## src/rtl/squeeze1x1_agu.sv

```systemverilog
// Loop-nest controller and address generator for the SqueezeNet 1x1 squeeze layer.
// Walks filter groups, lines, cells and channel groups and emits one image/weight/output beat per handshake.
module squeeze1x1_agu #(
  parameter int PC = 16,
  parameter int PF = 8,
  parameter int AW = 24,
  parameter int CW = 10,
  parameter int SW = 8
) (
  input  logic          clk,
  input  logic          rst,
  input  logic          start,
  input  logic [CW-1:0] cfg_inch,
  input  logic [SW-1:0] cfg_size,
  input  logic [CW-1:0] cfg_filt,
  output logic          busy,
  output logic          done,
  output logic          cfg_err,
  output logic          o_valid,
  input  logic          o_ready,
  output logic [AW-1:0] o_img_addr,
  output logic [AW-1:0] o_wgt_addr,
  output logic [AW-1:0] o_out_addr,
  output logic [CW-1:0] o_filt,
  output logic          o_first,
  output logic          o_last
);

  localparam int PF_SH = $clog2(PF);

  typedef enum logic [1:0] {IDLE, RUN, DONE} state_t;

  state_t        state_q, state_d;
  logic          launch_q, launch_d;
  logic [CW-1:0] inch_q, inch_d, filt_q, filt_d;
  logic [SW-1:0] size_q, size_d;
  logic [AW-1:0] s2_q, s2_d;
  logic [CW-1:0] ch_q, ch_d, f_q, f_d;
  logic [SW-1:0] cell_q, cell_d, line_q, line_d;
  logic [AW-1:0] ch_img_q, ch_img_d, line_base_q, line_base_d;
  logic [AW-1:0] f_wgt_q, f_wgt_d, f_out_q, f_out_d;
  logic          busy_q, busy_d, done_q, done_d, cfg_err_q, cfg_err_d;
  logic          o_valid_q, o_valid_d, o_first_q, o_first_d, o_last_q, o_last_d;
  logic [AW-1:0] o_img_q, o_img_d, o_wgt_q, o_wgt_d, o_out_q, o_out_d;
  logic [CW-1:0] o_filt_q, o_filt_d;

  logic          rst_meta_q, rst_sync_q;
  logic [2*SW-1:0] s2_full;
  logic          cfg_bad, fire, last_ch, last_cell, last_line, last_f;

  // Reset asserts immediately but releases on a clock edge.
  always_ff @(posedge clk or negedge rst) begin
    if (!rst) begin
      rst_meta_q <= 1'b0;
      rst_sync_q <= 1'b0;
    end else begin
      rst_meta_q <= 1'b1;
      rst_sync_q <= rst_meta_q;
    end
  end

  assign s2_full   = {{SW{1'b0}}, size_q} * {{SW{1'b0}}, size_q};
  assign cfg_bad   = (cfg_inch == '0) || ((cfg_inch & CW'(PC - 1)) != '0) ||
                     (cfg_size == '0) ||
                     (cfg_filt == '0) || ((cfg_filt & CW'(PF - 1)) != '0);
  assign fire      = o_valid_q & o_ready;
  assign last_ch   = (ch_q == inch_q - CW'(PC));
  assign last_cell = (cell_q == size_q - SW'(1));
  assign last_line = (line_q == size_q - SW'(1));
  assign last_f    = (f_q == filt_q - CW'(PF));

  always_comb begin
    state_d     = state_q;
    launch_d    = 1'b0;
    inch_d      = inch_q;
    size_d      = size_q;
    filt_d      = filt_q;
    s2_d        = s2_q;
    ch_d        = ch_q;
    cell_d      = cell_q;
    line_d      = line_q;
    f_d         = f_q;
    ch_img_d    = ch_img_q;
    line_base_d = line_base_q;
    f_wgt_d     = f_wgt_q;
    f_out_d     = f_out_q;
    busy_d      = busy_q;
    done_d      = 1'b0;
    cfg_err_d   = 1'b0;
    o_valid_d   = o_valid_q;

    case (state_q)
      IDLE: begin
        if (start) begin
          if (cfg_bad) begin
            cfg_err_d = 1'b1;
          end else begin
            inch_d      = cfg_inch;
            size_d      = cfg_size;
            filt_d      = cfg_filt;
            ch_d        = '0;
            cell_d      = '0;
            line_d      = '0;
            f_d         = '0;
            ch_img_d    = '0;
            line_base_d = '0;
            f_wgt_d     = '0;
            f_out_d     = '0;
            launch_d    = 1'b1;
            busy_d      = 1'b1;
            state_d     = RUN;
          end
        end
      end
      RUN: begin
        if (launch_q) begin
          s2_d      = AW'(s2_full);
          o_valid_d = 1'b1;
        end else if (fire) begin
          if (last_ch && last_cell && last_line && last_f) begin
            o_valid_d = 1'b0;
            done_d    = 1'b1;
            state_d   = DONE;
          end else if (!last_ch) begin
            // Image memory is banked PC channels wide: one S*S plane per channel group.
            ch_d     = ch_q + CW'(PC);
            ch_img_d = ch_img_q + s2_q;
          end else begin
            ch_d     = '0;
            ch_img_d = '0;
            if (!last_cell) begin
              cell_d = cell_q + SW'(1);
            end else begin
              cell_d = '0;
              if (!last_line) begin
                line_d      = line_q + SW'(1);
                line_base_d = line_base_q + AW'(size_q);
              end else begin
                line_d      = '0;
                line_base_d = '0;
                f_d         = f_q + CW'(PF);
                f_wgt_d     = f_wgt_q + (AW'(inch_q) << PF_SH);
                f_out_d     = f_out_q + (s2_q << PF_SH);
              end
            end
          end
        end
      end
      DONE: begin
        busy_d  = 1'b0;
        state_d = IDLE;
      end
      default: state_d = IDLE;
    endcase

    // Outputs follow the next counter state so a stalled beat holds steady.
    o_img_d   = ch_img_d + line_base_d + AW'(cell_d);
    o_wgt_d   = f_wgt_d + AW'(ch_d);
    o_out_d   = f_out_d + line_base_d + AW'(cell_d);
    o_filt_d  = f_d;
    o_first_d = o_valid_d && (ch_d == '0);
    o_last_d  = o_valid_d && (ch_d == inch_d - CW'(PC));
  end

  always_ff @(posedge clk or negedge rst_sync_q) begin
    if (!rst_sync_q) begin
      state_q     <= IDLE;
      launch_q    <= 1'b0;
      inch_q      <= '0;
      size_q      <= '0;
      filt_q      <= '0;
      s2_q        <= '0;
      ch_q        <= '0;
      cell_q      <= '0;
      line_q      <= '0;
      f_q         <= '0;
      ch_img_q    <= '0;
      line_base_q <= '0;
      f_wgt_q     <= '0;
      f_out_q     <= '0;
      busy_q      <= 1'b0;
      done_q      <= 1'b0;
      cfg_err_q   <= 1'b0;
      o_valid_q   <= 1'b0;
      o_img_q     <= '0;
      o_wgt_q     <= '0;
      o_out_q     <= '0;
      o_filt_q    <= '0;
      o_first_q   <= 1'b0;
      o_last_q    <= 1'b0;
    end else begin
      state_q     <= state_d;
      launch_q    <= launch_d;
      inch_q      <= inch_d;
      size_q      <= size_d;
      filt_q      <= filt_d;
      s2_q        <= s2_d;
      ch_q        <= ch_d;
      cell_q      <= cell_d;
      line_q      <= line_d;
      f_q         <= f_d;
      ch_img_q    <= ch_img_d;
      line_base_q <= line_base_d;
      f_wgt_q     <= f_wgt_d;
      f_out_q     <= f_out_d;
      busy_q      <= busy_d;
      done_q      <= done_d;
      cfg_err_q   <= cfg_err_d;
      o_valid_q   <= o_valid_d;
      o_img_q     <= o_img_d;
      o_wgt_q     <= o_wgt_d;
      o_out_q     <= o_out_d;
      o_filt_q    <= o_filt_d;
      o_first_q   <= o_first_d;
      o_last_q    <= o_last_d;
    end
  end

  assign busy       = busy_q;
  assign done       = done_q;
  assign cfg_err    = cfg_err_q;
  assign o_valid    = o_valid_q;
  assign o_img_addr = o_img_q;
  assign o_wgt_addr = o_wgt_q;
  assign o_out_addr = o_out_q;
  assign o_filt     = o_filt_q;
  assign o_first    = o_first_q;
  assign o_last     = o_last_q;

endmodule

```

## config.mk

```make
export PLATFORM = sky130hd
export DESIGN_NAME = squeeze1x1_agu
export DESIGN_NICKNAME = d
export VERILOG_FILES = /design/src/rtl/squeeze1x1_agu.sv
export SDC_FILE = /design/constraint.sdc
export NUM_CORES = 1
export LEC_CHECK = 0
export CORE_MARGIN = 2
export CORE_UTILIZATION = 42
export CTS_CLUSTER_DIAMETER = 100
export DETAILED_ROUTE_END_ITERATION = 8
export PLACE_DENSITY = 0.56
export SLEW_MARGIN = 10
export SYNTH_ARGS = -nofsm -noshare
export SYNTH_HDL_FRONTEND = slang
export SYNTH_SLANG_ARGS = --single-unit
```

## constraint.sdc

```tcl
create_clock -name clk -period 12.2 [get_ports clk]
set_input_delay 1.83 -clock clk [delete_from_list [all_inputs] [get_ports clk]]
set_output_delay 1.83 -clock clk [all_outputs]
set_load 0.005 [all_outputs]
```

==> results of run 1 <==
[final timing paths]
kind                            slack (ps)       start              to
worst max-delay path                  4030   size_q[1]  o_out_addr[23]
worst min-delay path                   260  rst_sync_q  o_out_addr[14]
worst max register to register        4030   size_q[1]  o_out_addr[23]
worst min register to register         260  rst_sync_q  o_out_addr[14]
max in group asynchronous             9790  rst_sync_q  line_base_q[8]
min in group clk                       360  rst_meta_q      rst_sync_q
[cells by family (layout without fill, tap and decap cells)]
logic type               Yosys count  in the layout  synth area share, %
other                              2              4               0.0394
multiplexers                      23             23                 1.27
AO/OA/AOI/OAI                    523            523                 18.2
XOR/XNOR                         166            166                 7.91
flip-flops                       255            255                 33.5
AND/OR/NAND/NOR                  726            726                 19.1
adder cells (fa/ha/maj)          220            220                 16.1
buffers and inverters            192            332                 3.93
[layout make-up]
| class | count | area share [%] |
|---|---|---|
| inverter | 129 | 2.19 |
| clock buffer | 39 | 3.88 |
| tap | 600 | 3.40 |
| timing repair buffer | 146 | 6.28 |
| sequential | 255 | 28.9 |
| clock inverter | 18 | 1.13 |
| multi-input combinational | 1662 | 54.2 |
[registers in the layout (all words and copies together) (netlist names), 2 cells and up]
signal,count
state_q,2
ch_img_q,24
cell_q,8
inch_q,10
filt_q,10
f_wgt_q,24
o_wgt_addr,24
o_filt,7
line_q,8
f_out_q,24
ch_q,10
size_q,8
s2_q,15
o_img_addr,24
line_base_q,24
o_out_addr,24
[power breakdown]
part	total, uW	leakage, uW	switching [uW]	internal [uW]
Sequential	921	0.00347	47.9	873
Combinational	893	0.00673	545	348
Clock	1010	0.000538	387	620
Total	2820	0.0107	980	1840
[metal layers]
| metal | vias up | track usage (%) |
|---|---|---|
| li1 | 7752 | - |
| met1 | 7809 | 33.4 |
| met2 | 409 | 40.6 |
| met3 | 76 | 3.33 |
| met4 | 0 | 5.98 |
| met5 | - | 0 |
[layout by cell type, fill, tap and decap left out, drive strengths merged, types with 37 or more instances in the layout]
master	instances
dfrtp	255
nand2	251
ha	178
o21ai	145
nor2	131
inv	128
a21oi	117
clkdlybuf4s50	116
xnor2	110
nand3	73
xor2	52
nor3	46
fa	42
clkbuf	39
a21o	37
[through the flow]
stage	util [%]	hold WS, ps	worst slack (ps)	std cells
floorplan	-	331	4570	2109
global placement	46.5	267	3800	2792
detailed placement	46.5	274	3720	2792
CTS	48.9	279	4020	2849
global route	48.9	310	3410	2849
finish	48.9	258	4030	2849
==> summary.txt, run 1 <==
status: completed
FP Rows: 78
Reg clk slew, reported paths: 70 ps
Worst setup EP type: flip-flop
total of max-cap violations: 0
DRT iter0 DRCs: 1229
setup violators final: 0
Worst setup SP type: flip-flop
CTS Buf Count: 31
synthesis warning total: 0
count leader, synth: dfrtp_1
H-Tree Depth: 1
Crit Path Class: flip-flop to flip-flop
routed length on met2: 26500 um
crit-path max FO: 14
Root Buffer: clkbuf_16
placer congestion estimate: 0.876
Syn Std Cell Area: 0.0191 mm^2
crit path buf inv count: 3
CTS tree: done
Vias per Instance: 5.63
M1 wire length: 26000 um
worst slew pin tran: 992 ps
number of synthesized flops with an enable pin: 0
pwr/cell area: 128 mW/mm^2
FF/Latch Area: 0.00638 mm^2
vias in the first global route: 16125
R2R cell count: 25
DRC: 0
Total GRT Usage: 24.3%
final worst-path cycle share: 67.0%
fill count: 4355
hold bufs inserted after CTS: 0
CTS resizes: 0
Final Hold Viols: 0
Cells after Synth: 2107
unrepaired setup endpoints after global routing: no
Die Ht: 217 um
quantity of I/O buffers inserted on ports: 116
Worst path depth: 25
Clock Sinks: 255
post-synthesis register bit count: 255
wire length on met3: 2860 um
multi-input logic area: 0.0120 mm^2
post-CTS setup buffer count: 0
Tmin final: 8170 ps
WL final: 56800 um
leakage: 0.0107 uW
CP Data Arrival Time: 8640 ps
Async S/R FF share, synth: 100%
vias: 16046
dominant cells by area after synthesis: dfrtp_1 (33%), ha_1 (12%), xnor2_1 (5.1%)
total power: 2820 uW
worst hold path type: flip-flop to asynchronous set/reset pin
Max Used Layer: met4
layout cell share with drive strength beyond 1: 6.36%
first-pass GRT wire length: 90500 um
I/O Pins: 120
Highest Clock Rate: 122 MHz
top_reg_cell synth: dfrtp_1
Die Wd: 217 um
Slew headroom: 33.4%
synth cell count leaders: dfrtp_1 (255), nand2_1 (251), ha_1 (178), o21ai_0 (141)
area leader, netlist: dfrtp_1
clk_lat worst skew: 580 ps
sequential element share of the synthesized area: 33.5%
top-area cell type share of the netlist area: 33.5%
area growth from synthesis to layout: 15.7%
CP max-delay cell: nor2_1
Cell variety after synth: 99
Max rail drop VDD: 0.000115 V
Overflow after GRT: 0
post-route cell area: 0.0221 mm^2
CTS Buffer Depth: 3
DR pass1 iterations: 5
ANT cells: 0
Initial Util: 42.3%
Crit path max-delay family: compound AO/OA/AOI/OAI gates
largest net degree at the start of global routing: 70
ANT nets after route: 0
Post-DP HPWL: 43100 um
core area: 0.0451 mm^2
die area: 0.0471 mm^2
initial antenna violation count: 0
most frequent CP cell: inv_1
Placed Area: 0.0210 mm^2
required time of the critical path: 12660 ps
Layout Nets: 2477
crit-path max cell delay: 800 ps
Mean Syn Cell Area: 9.05 um^2
routed length per placed instance: 19.9 um
Setup Skew: 11.4 ps
Pins Over Slew Limit: 0
setup TNS: 0 ps
(Power assumes the default switching activity.)
==> run 2: changes to the inputs <==
clock period = 8.35 ns   (was 12.2 ns; I/O delays follow)
==> run 2 against run 1 <==
  * Total power grew 46%
  * Cell area grew 0.44%
  * Flip-flop and latch count is the same
  * Combinational power grew 43%
  * Global-route usage grew 0.26 points
  * Routed wire length grew 0.53%
  * Sequential power grew 47%
  * Clock skew grew 11 ps
  * Critical path depth shrank 3
  * Critical endpoint unchanged
  * Largest power group unchanged
==> summary.txt, run 2 (same netlist as run 1, synthesis figures left out) <==
total of max-cap violations: 0
CTS resizes: 0
commonest non-fill, non-tap cell in the layout: dfrtp_1
Root Buffer: clkbuf_16
I/O Pins: 120
most frequent cells in the layout: dfrtp_1 (254), nand2_1 (251), ha_1 (178), o21ai_0 (141)
WL final: 57100 um
Initial Util: 42.3%
DR pass1 iterations: 5
Total GRT Usage: 24.6%
fill count: 4294
first-pass GRT wire length: 90500 um
Slew headroom: 20.1%
worst slew pin tran: 1200 ps
pwr/cell area: 185 mW/mm^2
setup violators final: 0
unrepaired setup endpoints after global routing: no
ANT cells: 0
required time of the critical path: 8780 ps
layout cell share with drive strength beyond 1: 6.59%
Overflow after GRT: 0
Cells after DPL: 2803
Setup Skew: 22.3 ps
Clock Sinks: 255
initial antenna violation count: 0
Die Wd: 217 um
post-CTS setup buffer count: 0
FP Rows: 78
area growth from synthesis to layout: 16.2%
core area: 0.0451 mm^2
fin cells: 2861
Worst setup SP type: flip-flop
Highest Clock Rate: 131 MHz
vias: 16142
Worst setup EP type: flip-flop
Max rail drop VDD: 0.000232 V
R2R Setup Slk: 720 ps
CTS Buf Count: 34
Tmin final: 7630 ps
routed length per placed instance: 19.9 um
vias in the first global route: 16078
post-route cell area: 0.0222 mm^2
Layout Nets: 2491
status: completed
CTS tree: done
setup TNS: 0 ps
ANT nets after route: 0
CP Data Arrival Time: 8060 ps
dpl ws: 542 ps
Vias per Instance: 5.64
Pins Over Slew Limit: 0
CTS Buffer Depth: 3
final worst-path cycle share: 91.4%
Post-DP HPWL: 42900 um
hold bufs inserted after CTS: 0
die area: 0.0471 mm^2
leakage: 0.0108 uW
placer congestion estimate: 0.907
crit-path max FO: 12
H-Tree Depth: 2
Final Hold Viols: 0
Setup WS post-layout: 716 ps
largest net degree at the start of global routing: 153
worst hold path type: flip-flop to asynchronous set/reset pin
Reg clk slew, reported paths: 50 ps
Die Ht: 217 um
quantity of I/O buffers inserted on ports: 116
Placed Area: 0.0211 mm^2
DRT iter0 DRCs: 1088
DRC: 0
clk_lat worst skew: 550 ps
Crit Path Class: flip-flop to flip-flop
-- run 2: changes by cell type in the layout (fill, tap and decap cells not counted) --
cell,previous run,this run
clkinv_2,8,3
clkbuf_1,3,9
inv_6,0,1
clkinvlp_4,4,2
clkbuf_16,31,35
buf_12,0,1
bufinv_16,6,3
buf_4,30,40
-- run 2: area by class of cell --
type / count / area (um^2) / share of cell area (%)
multi-input combinational: 1662 / 12000 / 53.9
sequential: 255 / 6380 / 28.8
timing repair buffer: 157 / 1480 / 6.68
clock buffer: 49 / 978 / 4.41
tap: 600 / 751 / 3.39
inverter: 129 / 484 / 2.18
clock inverter: 9 / 129 / 0.581
-- run 2: path summary, 6_finish.rpt --
path                             from             end  depth (start not counted)
max in group asynchronous  rst_sync_q     f_wgt_q[15]                          1
setup reg to reg            size_q[1]  o_out_addr[23]                         22
hold / removal             rst_sync_q  o_img_addr[15]                          0
hold reg to reg            rst_sync_q  o_img_addr[15]                          0
min in group clk           rst_meta_q      rst_sync_q                          0
setup / recovery            size_q[1]  o_out_addr[23]                         22
-- run 2: power breakdown --
| group | switching (uW) | leakage, uW | internal (uW) |
|---|---|---|---|
| Clock | 575 | 0.000537 | 905 |
| Combinational | 756 | 0.00679 | 521 |
| Sequential | 71.0 | 0.00347 | 1280 |
-- run 2: critical path, cell delays in order, from the launching register on --
cell,delay [ps]
dfrtp_1,590
inv_1,190
ha_1,290
nor3b_4,190
a311oi_1,300
nand3_1,120
nor4_2,270
o2111ai_1,490
o211ai_2,510
nand2_1,260
o31ai_1,590
fa_1,510
ha_1,350
nor2b_1,170
o31a_1,300
o41a_1,380
a41oi_1,420
a21oi_1,160
a41oi_1,440
o21ai_0,250
and2_1,210
a2111o_1,410
xnor2_1,130
-- run 2: per-layer routing --
metal | vias up | wire length [um] | GRT usage [%]
li1 | 7794 | - | -
met1 | 7818 | 25900 | 33.4
met2 | 429 | 26200 | 40.0
met3 | 101 | 2910 | 3.19
met4 | 0 | 2050 | 9.57
met5 | - | 0 | 0
-- run 2: through the flow --
step / hold slack (ps) / utilization [%] / total power, uW
final: 287 / 49.2 / 4100
after global routing: 334 / 49.2 / 4360
after CTS: 305 / 49.2 / 4150
after detailed placement: 301 / 46.7 / 2630
after global placement: 298 / 46.7 / 2620
after floorplan: 331 / - / 2230
